`config.mk`:
```
export PLATFORM = sky130hd
export DESIGN_NAME = cmp_sel_pipe
export DESIGN_NICKNAME = d
export VERILOG_FILES = /design/src/rtl/cmp_sel_pipe.sv
export SDC_FILE = /design/constraint.sdc
export NUM_CORES = 1
export LEC_CHECK = 0
export BUFFER_PORTS_ARGS = -buffer_cell sky130_fd_sc_hd__buf_2
export CORE_AREA = 8 8 109 111
export CTS_CLUSTER_SIZE = 30
export DETAILED_ROUTE_END_ITERATION = 10
export DIE_AREA = 0 0 117 119
export GPL_ROUTABILITY_DRIVEN = 0
export SLEW_MARGIN = 25
export SYNTH_ARGS = -nofsm -noshare
export SYNTH_HDL_FRONTEND = slang
export SYNTH_SLANG_ARGS = --single-unit
```
`constraint.sdc`:
```
create_clock -name clk -period 4.6 [get_ports clk]
set_input_delay 1.38 -clock clk [delete_from_list [all_inputs] [get_ports clk]]
set_output_delay 1.38 -clock clk [all_outputs]
set_load 0.02 [all_outputs]
```
`src/rtl/cmp_sel_pipe.sv`:
```
// Two-stage compare-and-select pipeline with valid/ready handshaking.
// Emits a < b, a boolean mask, min/max of the operands, and a saturating count of lt results.
module cmp_sel_pipe #(
   parameter int DATA_WIDTH = 8,
   parameter bit SIGNED     = 1'b0,
   parameter int CNT_WIDTH  = 16
) (
   input  logic                  clk,
   input  logic                  rst,
   input  logic [DATA_WIDTH-1:0] in_a,
   input  logic [DATA_WIDTH-1:0] in_b,
   input  logic                  in_vld,
   output logic                  in_rd,
   output logic                  out_lt,
   output logic [DATA_WIDTH-1:0] out_mask,
   output logic [DATA_WIDTH-1:0] out_min,
   output logic [DATA_WIDTH-1:0] out_max,
   output logic                  out_vld,
   input  logic                  out_rd,
   input  logic                  cnt_clr,
   output logic [CNT_WIDTH-1:0]  lt_cnt
);

   logic                  s1_vld;
   logic                  s1_lt;
   logic [DATA_WIDTH-1:0] s1_a;
   logic [DATA_WIDTH-1:0] s1_b;

   logic                  s2_vld;
   logic                  s2_lt;
   logic [DATA_WIDTH-1:0] s2_mask;
   logic [DATA_WIDTH-1:0] s2_min;
   logic [DATA_WIDTH-1:0] s2_max;

   logic [CNT_WIDTH-1:0]  cnt_q;

   logic                  in_lt;
   logic                  out_xfer;
   logic                  s2_load;
   logic                  s1_moves;
   logic                  in_xfer;
   logic [DATA_WIDTH-1:0] mask_nxt;
   logic [DATA_WIDTH-1:0] min_nxt;
   logic [DATA_WIDTH-1:0] max_nxt;

   // Comparison mode is fixed at elaboration; signed mode treats the MSB as sign.
   generate
      if (SIGNED) begin : g_signed
         assign in_lt = $signed(in_a) < $signed(in_b);
      end else begin : g_unsigned
         assign in_lt = in_a < in_b;
      end
   endgenerate

   assign out_xfer = s2_vld && out_rd;
   assign s2_load  = !s2_vld || out_xfer;
   assign s1_moves = s1_vld && s2_load;
   assign in_rd    = !s1_vld || s1_moves;
   assign in_xfer  = in_vld && in_rd;

   // Select without a mux: the mask steers a to min when a < b, otherwise b.
   always_comb begin
      mask_nxt = {DATA_WIDTH{s1_lt}};
      min_nxt  = (s1_a & mask_nxt) | (s1_b & ~mask_nxt);
      max_nxt  = (s1_b & mask_nxt) | (s1_a & ~mask_nxt);
   end

   always_ff @(posedge clk) begin
      if (rst) begin
         s1_vld <= 1'b0;
         s1_lt  <= 1'b0;
         s1_a   <= '0;
         s1_b   <= '0;
      end else if (in_rd) begin
         s1_vld <= in_vld;
         if (in_xfer) begin
            s1_a  <= in_a;
            s1_b  <= in_b;
            s1_lt <= in_lt;
         end
      end
   end

   // A stalled S2 holds its contents; lt/mask stay zero until the first real load.
   always_ff @(posedge clk) begin
      if (rst) begin
         s2_vld  <= 1'b0;
         s2_lt   <= 1'b0;
         s2_mask <= '0;
         s2_min  <= '0;
         s2_max  <= '0;
      end else if (s2_load) begin
         s2_vld <= s1_vld;
         if (s1_moves) begin
            s2_lt   <= s1_lt;
            s2_mask <= mask_nxt;
            s2_min  <= min_nxt;
            s2_max  <= max_nxt;
         end
      end
   end

   always_ff @(posedge clk) begin
      if (rst || cnt_clr) begin
         cnt_q <= '0;
      end else if (out_xfer && s2_lt && !(&cnt_q)) begin
         cnt_q <= cnt_q + CNT_WIDTH'(1);
      end
   end

   assign out_vld  = s2_vld;
   assign out_lt   = s2_lt;
   assign out_mask = s2_mask;
   assign out_min  = s2_min;
   assign out_max  = s2_max;
   assign lt_cnt   = cnt_q;

endmodule

```
======== After elaboration in Yosys (flattened, before gate mapping) ========
Cells that the tools add are included.
cells by class
  bitwise gates (word level) .............. 7
  reduce and logical (&&, ||, !) cells .... 14
  $add $sub $neg .......................... 1
  magnitude comparators ................... 1
operators by type and width
  operator                 count
  $and A8 B8 Y8            4
  $add A16 B1 Y16 const B  1
  $or A8 B8 Y8             2
  $reduce_and A16 Y1       1
  $lt A8 B8 Y1             1
  $not A8 Y8               1
  $logic_and A1 B1 Y1      5
  $reduce_and A2 Y1        2
  $logic_not A1 Y1         3
  $logic_or A1 B1 Y1       3
storage, ports and cells
  logic and storage cells ................. 33
  flip-flop bits (word level) ............. 53
  input port bits ......................... 21
  output and inout port bits .............. 43

======== Longest topological paths before layout ========
  depth after elaboration ................. 6
  depth in mapped cells ................... 7
  mapped depth without buffers ............ 7

======== Least setup slack after synthesis ========
No wires, ideal clock.
  path type ............................... input-to-output
  start point ............................. in out_rd
  end point ............................... out in_rd
  data arrival time ....................... 1.791 ns
  slack ................................... 1.429 ns
  data required time ...................... 3.220 ns
  stages on the path ...................... 2
  buffers on the path ..................... 0
  cell sequence ........................... and2b_1 > nand2_1
on the way
  longest elaborated chain between the ends .. 4
ends and longest elaborated chain
  what                 line  RTL
  start: declaration   19    input logic out_rd,
  $logic_and A1 B1 Y1  55    assign out_xfer = s2_vld && out_rd;
  $logic_or A1 B1 Y1   56    assign s2_load = !s2_vld || out_xfer;
  $logic_and A1 B1 Y1  57    assign s1_moves = s1_vld && s2_load;
  $logic_or A1 B1 Y1   58    assign in_rd = !s1_vld || s1_moves;
  end: declaration     13    output logic in_rd,
No other way between the ends.

======== Worst setup path after layout ========
Ends and elaborated chain as after synthesis.

==> key figures <==
Global routing
  • Global-route wire length before repair: 9780 µm
  • Largest net degree at the start of global routing: 40
  • Initial antenna violation count: 0
  • GRT Util Overall: 8.66%
  • Grt total ovfl: 0
  • Vias in the first global route: 1,975

STA
  • Final period util: 74.2%
  • Fmax: 293 MHz
  • Max Slew Vio Count: 0
  • Final TNS setup: 0 ns
  • Worst slew margin: 36.7%
  • Post-route minimum period: ~3.4 ns
  • Final WS setup: 1.18 ns
  • Worst-margin pin slew: approximately 0.95 ns
  • Worst hold slack: about 0.47 ns
  • Skew final: roughly 0.0085 ns
  • Final hold vios: 0
  • RSZ-0062 raised after global routing: false
  • Final setup vio count: 0

Finish
  • Fraction of layout cells with a size suffix above 1: approximately 26%
  • Final Non-Filler Cells: 469
  • Layout area overhead: 19.3%
  • Commonest non-fill, non-tap cell in the layout: buf_2
  • Commonest cells after routing, fill and taps aside: buf_2 (63), dfxtp_1 (52), nand2_1 (43)
  • Final Core Density: 29.3%
  • ANT cells: 0
  • Layout Nets: 361
  • Post-Layout Inst Area: 2950 µm²

Clocking
  • Post-cts resize count: 0
  • Hold_buf cts: 0
  • Clk root buf: clkbuf_8
  • Max Root-Sink Buffers: 2
  • Number of buffers created by CTS: 5
  • TritonCTS clock tree: built
  • Clk Latency, worst-skew pair: 0.30 ns
  • Clock sinks: between 50 and 60
  • Clock-pin slew on the worst setup and hold paths: approximately 0.10 ns
  • Postcts setup bufs: 0
  • H-Tree Level Count: 2

Synthesis
  • Unique masters post-synth: between 40 and 50
  • Register area share after synthesis: a little over two fifths
  • Yosys top cell area share: a little over two fifths
  • #FFs+latches synth: 52
  • Mapped Nets: 312
  • Yosys top cell by area: dfxtp_1
  • Synth top area cells: dfxtp_1 (42%), mux2i_1 (6.9%), nand2_1 (6.5%), a211oi_1 (4.9%), nor2_1 (4.6%)
  • Post-Syn Instances: around 280
  • YS warnings: 0
  • Synthesized cell area: 2470 µm²
  • Avg Cell Area, Syn: 8.75 µm²

Floorplan
  • # rows: 37
  • Die ar.: around 14,000 µm²
  • Die H: 119 µm
  • Io pins: 64
  • Die width: approximately 120 µm
  • Initial Utilization: about 25%
  • Core Area: between 10,000 and 15,000 µm²

Power and ir drop
  • Maximum vdd drop: 0.127 mV
  • Pwr Total: 0.924 mW
  • Leakage: about 1.3 nW
  • Power per cell area: 313 nW/µm²

Placed design
  • Placed Area: 2850 µm²
  • HPWL after DPL: 4580 µm
  • Setup slack after placement: about 1.2 ns
  • Cells after DPL: 461
  • I/O Buffers: 63

Worst setup path
  • Worst r2r path cells: 5
  • FF-to-FF End: lt_cnt[0]$_SDFFE_PP0P_
  • Worst-path maximum fanout: 4
  • CP required: ~3.2 ns
  • CP endpoint kind: output pin
  • Reg2reg start: lt_cnt[0]$_SDFFE_PP0P_
  • Setup CP Type: in -> out
  • CP startpoint: out_rd
  • Critical path startpoint category: input pin
  • Critical Path AT: 2.04 ns
  • Worst reg-to-reg setup slack: 2.85 ns

Drt
  • Post-detailed-route count of antenna-violating nets: 0
  • Drt total wl: 5920 µm
  • Vias/cell: 4.36
  • Post-detailed-route DRC marker count: 0
  • Vias: about 2k
  • WL/cell: between 10 and 15 µm
  • TritonRoute pass-1 iters: 4
  • Initial drt markers: 150

Hold path
  • Worst hold path type: reg -> reg
  • Hold Path End: s1_b[3]$_SDFFE_PP0P_
  • WHS Path Cells: 2
  • Startpoint of the worst hold path: s1_b[3]$_SDFFE_PP0P_

Status
  • Status: complete, no violations

Job
  • Max-Cap Viols: 0
layout make-up:
type                            count  area [µm²]
Multi-Input combinational cell    200        1280
Fill cell                        1136        7140
Clock buffer                        6        72.6
Clock inverter                      2        35.0
Tap cell                          136         170
Inverter                            9        33.8
Sequential cell                    52        1040
Timing Repair Buffer               64         323
worst max-delay path by stage:
| stage | end | slack, ns | cells after the start |
|---|---|---|---|
| finish | in_rd | 1.18 | 4 |
| global route | in_rd | 1.12 | 4 |
| CTS | in_rd | 1.18 | 4 |
| detailed placement | in_rd | 1.19 | 4 |
| global placement | in_rd | 1.20 | 4 |
| floorplan | in_rd | 1.43 | 2 |
sequential cells by signal (all words and copies together), names as in the netlist:
name,flops
lt_cnt,16
out_mask,1
out_max,8
out_min,8
out_vld,1
s1_a,8
s1_b,8
s1_lt,1
s1_vld,1
worst max-delay path, stage by stage:
cell and delay, ns:
buf_2 0.11, and2b_1 0.27, nand2_1 0.11, buf_2 0.17
synth_stat cells (all sizes together):
cell type / n
nand3: 6
inv: 9
mux2i: 17
o21a: 1
dfxtp: 52
nor4: 1
or3: 1
nor2: 30
a21o: 1
or4: 3
or2: 1
a31oi: 1
nand2: 43
and2: 2
nor3b: 1
nor2b: 2
o31a: 1
o21ai: 6
buf: 16
ha: 8
o41ai: 1
a21oi: 21
a211oi: 16
nand2b: 1
nand3b: 1
xor2: 9
and3: 3
nor3: 4
and2b: 1
o211ai: 6
and4: 2
clkbuf: 6
nand4: 10
kinds of logic after synthesis:
kind of cell / synth area share (%)
and+or+nand+nor: 23.0
AOI/OAI and AO/OA: 14.5
DFF: 42.1
buffers and inverters: 6.42
muxes: 6.88
xor gates and xnor gates: 3.19
adders and majority gates: 4.04
layer usage:
metal / vias up / share of wire [%] / global-route usage, %
met3: 5 / 6.7 / 3.03
met1: 913 / 47 / 10.7
li1: 1087 / - / -
met2: 40 / 46 / 13.8
met5: - / 0 / 0
met4: 0 / 0.78 / 2.40
power breakdown:
group          switching [mW]  total [mW]  internal, mW
registers              0.0210       0.491         0.470
clock network           0.152       0.314         0.162
logic                  0.0695       0.118        0.0489
total                   0.243       0.924         0.681
Note: power is estimated with default switching activity, not from simulation.
